<file path="src/rtl/instr_fetch_unit.sv">
// instr_fetch_unit: PC owner issuing single-outstanding imem requests into a 2-entry {pc, instr} queue
module instr_fetch_unit #(
  parameter int ADDR_W = 32,
  parameter int INSTR_W = 32,
  parameter logic [ADDR_W-1:0] RESET_PC = '0
) (
  input  logic               clk_i,
  input  logic               rst_i,
  output logic               imem_req_o,
  output logic [ADDR_W-1:0]  imem_addr_o,
  input  logic               imem_ack_i,
  input  logic [INSTR_W-1:0] imem_data_i,
  output logic               instr_valid_o,
  output logic [INSTR_W-1:0] instr_o,
  output logic [ADDR_W-1:0]  pc_o,
  output logic [ADDR_W-1:0]  pc_plus4_o,
  input  logic               instr_ready_i,
  input  logic               redirect_i,
  input  logic [ADDR_W-1:0]  redirect_pc_i
);
  typedef enum logic [1:0] {IDLE, BUSY, DRAIN} state_t;
  state_t state, state_n;
  logic [ADDR_W-1:0] fetch_pc, fetch_pc_n, addr_q, addr_n;
  logic [ADDR_W-1:0] q_pc [2];
  logic [INSTR_W-1:0] q_ins [2];
  logic [1:0] cnt, cnt_ap, cnt_n;
  logic hd, tl, valid, pop, push;
  always_comb begin
    valid = cnt != 2'd0;
    pop = valid & instr_ready_i;
    push = state == BUSY && imem_ack_i && !redirect_i;
    tl = hd ^ cnt[0];
    cnt_ap = cnt - {1'b0, pop};
    cnt_n = redirect_i ? 2'd0 : cnt_ap + {1'b0, push};
    fetch_pc_n = redirect_i ? redirect_pc_i & ~ADDR_W'(3) : push ? fetch_pc + ADDR_W'(4) : fetch_pc;
    state_n = state == IDLE ? ((redirect_i || !cnt_ap[1]) ? BUSY : IDLE) :
              state == DRAIN ? (imem_ack_i ? BUSY : DRAIN) :
              imem_ack_i ? (cnt_n[1] ? IDLE : BUSY) : (redirect_i ? DRAIN : BUSY);
    // DRAIN keeps presenting the abandoned address until memory answers it
    addr_n = state_n == BUSY ? fetch_pc_n : state_n == DRAIN ? addr_q : '0;
  end
  always_ff @(posedge clk_i or posedge rst_i)
    if (rst_i) begin
      state <= IDLE;
      fetch_pc <= RESET_PC;
      addr_q <= '0;
      cnt <= '0;
      hd <= 1'b0;
    end else begin
      state <= state_n;
      fetch_pc <= fetch_pc_n;
      addr_q <= addr_n;
      cnt <= cnt_n;
      hd <= redirect_i ? 1'b0 : hd ^ pop;
    end
  always_ff @(posedge clk_i)
    if (push) begin
      q_pc[tl] <= fetch_pc;
      q_ins[tl] <= imem_data_i;
    end
  always_ff @(posedge clk_i)
    if (!rst_i) assert (!(push && cnt == 2'd2));
  assign imem_req_o = state != IDLE;
  assign imem_addr_o = addr_q;
  assign instr_valid_o = valid;
  assign instr_o = valid ? q_ins[hd] : '0;
  assign pc_o = valid ? q_pc[hd] : '0;
  assign pc_plus4_o = valid ? q_pc[hd] + ADDR_W'(4) : '0;
endmodule

</file>
<file path="config.mk">
export PLATFORM = sky130hd
export DESIGN_NAME = instr_fetch_unit
export DESIGN_NICKNAME = d
export VERILOG_FILES = /design/src/rtl/instr_fetch_unit.sv
export SDC_FILE = /design/constraint.sdc
export NUM_CORES = 1
export LEC_CHECK = 0
export ABC_AREA = 1
export CAP_MARGIN = 25
export CELL_PAD_IN_SITES_DETAIL_PLACEMENT = 0
export CELL_PAD_IN_SITES_GLOBAL_PLACEMENT = 2
export CORE_MARGIN = 4
export CORE_UTILIZATION = 31
export CTS_CLUSTER_DIAMETER = 40
export CTS_CLUSTER_SIZE = 40
export DETAILED_ROUTE_END_ITERATION = 16
export PLACE_DENSITY = 0.83
export RECOVER_POWER = 50
export SLEW_MARGIN = 40
export SYNTH_ARGS = -nofsm -noshare
export SYNTH_HDL_FRONTEND = slang
export SYNTH_SLANG_ARGS = --single-unit
</file>
<file path="constraint.sdc">
create_clock -name clk_i -period 6.1 [get_ports clk_i]
set_clock_uncertainty 0.15 [all_clocks]
set_input_delay 0.915 -clock clk_i [delete_from_list [all_inputs] [get_ports clk_i]]
set_output_delay 0.915 -clock clk_i [all_outputs]
set_load 0.1 [all_outputs]
</file>
**Word-level counts from Yosys, hierarchy flattened**

Memory sizes are Yosys's and may differ from the RTL's.
Cells that the tools add are included.

- Flip-flop bits (word level): 69
- Memory bits (writable): 128
- Bits of input ports: 69
- Output and inout port bits: 130
- Logic and storage cells: 45
- Memories: 2

- $add $sub $neg: 4
- Equality and inequality tests: 5
- Muxes and demuxes: 18
- Bitwise operators: 3
- Reduce and logical (&&, ||, !) cells: 8

Memories:

| name | words | width | read ports | clocked after memory_dff | write ports | RTL line | text |
|---|---|---|---|---|---|---|---|
| q_ins | 2 | 32 | 1 | 0 | 1 | 25 | `logic [INSTR_W-1:0] q_ins [2];` |
| q_pc | 2 | 32 | 1 | 0 | 1 | 24 | `logic [ADDR_W-1:0] q_pc [2];` |

Operator list:

| kind | count |
|---|---|
| 2-to-1 mux 32 bit | 7 |
| adder 32 x 3 -> 32 bit (second input constant) | 2 |
| 2-to-1 mux 2 bit | 6 |
| 2-to-1 mux 1 bit | 5 |
| equality test 2 x 1 -> 1 bit (second input constant) | 2 |
| equality test 2 bit (second input constant) | 2 |
| nonzero test 2 bit | 2 |
| adder 2 x 1 -> 2 bit | 1 |
| logical AND 1 bit | 2 |
| zero test 1 bit | 2 |
| zero test 2 bit | 1 |
| != test 2 bit (second input constant) | 1 |
| subtractor 2 x 1 -> 2 bit | 1 |
| XOR 1 bit | 2 |
| AND 1 bit | 1 |
| logical OR 1 bit | 1 |

**Logic depth before layout (Yosys ltp)**

- Depth in word-level cells: 12
- Depth in mapped cells: 14
- Gate-level depth less buffers: 12

**Worst setup path after synthesis**

OpenSTA, ideal clock, no wires.

- Path type: input to register
- From: input port imem_ack_i
- To: memory q_ins[0][0] (enable)
- Arrival: 4.061 ns
- Data required time: 5.463 ns
- Setup slack: 1.402 ns
- Cell stages on the path: 4
- Buffers on the path: 0
- Cells stage by stage: nand2_1 -> nor2_2 -> nand2_1 -> nor2_1

- Cells in the longest elaborated chain, start to end: 4

Ends and longest elaborated chain:

| what | RTL line | text |
|---|---|---|
| start: declaration | 11 | `input logic imem_ack_i,` |
| logical AND 1 bit (2 in a row) | 31 | `push = state == BUSY && imem_ack_i && !redirect_i;` |
| 2-to-1 mux 1 bit | 57 | `if (push) begin` |
| 2-to-1 mux 1 bit (implied by the code) | 59 | `q_ins[tl] <= imem_data_i;` |
| end: declaration | 25 |  |

Every way passes these cells.

**Final worst setup path**

- From: input port redirect_i
- To: register addr_q[27], in the netlist imem_addr_o[27]

- Elaborated cells on any way between the ends: 17
- Those cells by class: 1 x add/sub; 3 x eq/ne; 10 x mux; 3 x reduce/logical

RTL lines:

| what | RTL line | text |
|---|---|---|
| start: declaration | 18 | `input logic redirect_i,` |
| zero test 1 bit | 31 |  |
| logical AND 1 bit | 31 |  |
| 2-to-1 mux 32 bit | 35 | `fetch_pc_n = redirect_i ? redirect_pc_i & ~ADDR_W'(3) : push ? fetch_pc + ADDR_W'(4) : fetch_pc;` |
| 2-to-1 mux 32 bit * | 35 |  |
| named net fetch_pc_n[27] | 23 | `logic [ADDR_W-1:0] fetch_pc, fetch_pc_n, addr_q, addr_n;` |
| 2-to-1 mux 32 bit * | 40 | `addr_n = state_n == BUSY ? fetch_pc_n : state_n == DRAIN ? addr_q : '0;` |
| end signal: assignment | 52 | `addr_q <= addr_n;` |
| end: declaration | 23 |  |

Mark *: on every way through the listed nets, which the timed path passes. The rest lies on a longest branch.
A chain may end at the register's enable or synchronous reset.

==> results.yml <==
finish:
  regArea_um2: 5570
  utilization_pct: 39.1
  final_common_cell: "nand2_1"
  drive_gt1_share_pct: 15.0
  layout_common_cells: "nand2_1 (376), nor2_1 (134), edfxtp_1 (128)"
  instances_no_fill: 1721
  diodes: 0
  fillers: 3106
  layout.nets: 1385
  syn_to_final_growth_pct: 23.7
  multiInputGateArea_um2: 3550
logic_synthesis:
  avgSynthCellArea_um2: 8.69
  synth_area_leaders: "edfxtp_1 (39%), dfrtp_1 (18%), nand2_1 (14%)"
  ys_seq_area_share_pct: 57.1
  synth_edf_count: 128
  post-synth-top-area-cell: "edfxtp_1"
  synthFlopType: "edfxtp_1"
  ys_warn_count: 0
  synth_seq_cells: 197
  async_flop_share_pct: 35.0
  synthDistinctLibCells: 41
  syn_area_um2: 9750
  synth_nets: 1195
  syn_inst: 1122
  synth_top_area_share_pct: 39.4
global_routing:
  grt_max_degree: 70
  grt_usage_pct: 15.8
  grt_pass1_wl_mm: 42.6
  grt_antenna_before_repair: 0
  grt_overflow: 0
  grt_pass1_vias: 7692
outcome:
  outcome: "complete, but fails checks"
  violations: "max-capacitance violations, max-slew violations"
sta:
  period_needed_ns: 4.67
  rsz0062_at_grt: "no"
  timing.final.max_slew_violations: 99
  hold_violations: 0
  worst_slew_pin_slew_ns: 2.57
  finalSetupViolCount: 0
  finalSetupTns_ns: 0
  hold_ws_ns: 0.331
  slew_headroom_pct: -71.3
  post-route-period-util_pct: 76.5
  timing.fmax_ghz: 0.214
setup_path:
  worstPathMaxFanout: 63
  r2r_end: "imem_addr_o[5]"
  path_class: "input pin to register"
  r2r_start: "cnt[1]"
  r2r_slack_ns: 2.82
  startpoint: "redirect_i"
  worstPathRequired_ns: 6.31
  critPathCaptureType: "register"
  r2r_cells: 13
  cp.arrival_ns: 4.88
  crit_end: "imem_addr_o[27]"
  cp-start-kind: "input pin"
clock_tree:
  clockBufferDepth: 2
  hold_buffers: 0
  cts_root_buffer: "clkbuf_16"
  cts_buffers: 17
  clock-sinks: 197
  clk_latency_ns: 0.43
  cts_resized: 0
  cts_tree: "built"
  post-cts-setup-buffers: 0
  htree_levels: 4
  path_clk_slew_ns: 0.07
die:
  die_w_um: 185
  dieArea_um2: 34400
  design.core.area_um2: 30800
  start_util_pct: 31.6
  io_pins: 199
  die_y_um: 185
  rows: 64
route:
  viasPerCell: 4.49
  drc: 0
  ant_nets: 0
  wire_per_inst_um: 15.6
  drtPass1Iterations: 5
  num_vias: 7734
  wl_mm: 26.8
  drt-initial-drc-count: 390
placement:
  placed_cells: 1689
  gp_congestion: 0.815
  io_buffers: 196
  dp_hpwl_mm: 20.1
min_path:
  hold_path.class: "register to register"
job:
  drv_cap: 2
-- worst min-delay path by stage --
stage               startpoint               to  cells past startpoint
3_3_place_gp       fetch_pc[0]       q_pc[0][0]                      0
4_1_cts        imem_addr_o[25]  imem_addr_o[25]                      2
6_report       imem_addr_o[25]  imem_addr_o[25]                      2
2_1_floorplan      fetch_pc[0]       q_pc[0][0]                      0
3_5_place_dp   imem_addr_o[15]  imem_addr_o[15]                      2
5_1_grt        imem_addr_o[15]  imem_addr_o[15]                      2
-- stage by stage --
| stage | worst slack [ns] | instance area (µm²) |
|---|---|---|
| after floorplan | 1.40 | 9750 |
| after global placement | 1.20 | 12100 |
| after detailed placement | 1.78 | 11600 |
| after CTS | 1.31 | 12100 |
| after global routing | 0.836 | 12100 |
| final | 1.43 | 12100 |
-- logic make-up after synthesis --
group	after synthesis	synth area share [%]
adders and majority gates	4	0.513
and+or+nand+nor	642	27.6
buffers and inverters	147	6.56
AOI/OAI and AO/OA	120	7.08
DFF	197	57.1
xor gates and xnor gates	11	0.988
muxes	1	0.103
-- worst max-delay path: stages --
cell           delay (ns)
dlygate4sd3_1        0.70
clkinv_1             0.10
clkbuf_1             1.82
nand3_1              0.41
nor2_1               0.33
nand2_1              0.09
nand2_1              0.07
nand3_1              0.08
nand2_1              0.21
nand2_1              0.06
nand2_1              0.07
-- per-layer routing --
metal	GRT usage, %	wire length (µm)
met1	22.7	13100
met2	25.1	12200
met3	2.93	1290
met4	3.58	279
met5	0	0
-- synth_stat cells, types with 2 or more instances --
cell / count
o21a_1: 3
and2_1: 4
inv_2: 5
buf_2: 8
nor3_1: 4
o21ai_0: 33
clkbuf_1: 20
inv_1: 100
o21bai_1: 2
a21boi_0: 6
o22ai_1: 3
o21ai_1: 9
o211ai_1: 3
xor2_1: 8
nand4_1: 13
buf_4: 3
nor2_2: 12
buf_1: 3
a21oi_1: 48
or2_2: 14
a31oi_1: 3
ha_1: 4
nand2_1: 376
nand3_1: 66
nor2_4: 5
edfxtp_1: 128
nor2_1: 134
nand2_2: 11
dfrtp_1: 69
xnor2_1: 3
buf_6: 6
o21ai_2: 7
-- cell type report --
type,instances,share of cell area (%)
Multi-Input combinational cell,778,29.4
Tap cell,396,4.11
Clock inverter,15,1.27
Inverter,106,3.34
Sequential cell,197,46.2
Clock buffer,17,3.53
Timing Repair Buffer,212,12.1
-- registers in the layout, summed over array words and instances (netlist names) --
name,count
cnt,2
fetch_pc,32
hd,1
imem_addr_o,32
q_ins,64
q_pc,64
state,2
Power is not shown: default switching activity piles up to over one toggle a cycle in this logic, so the estimate is an artifact.
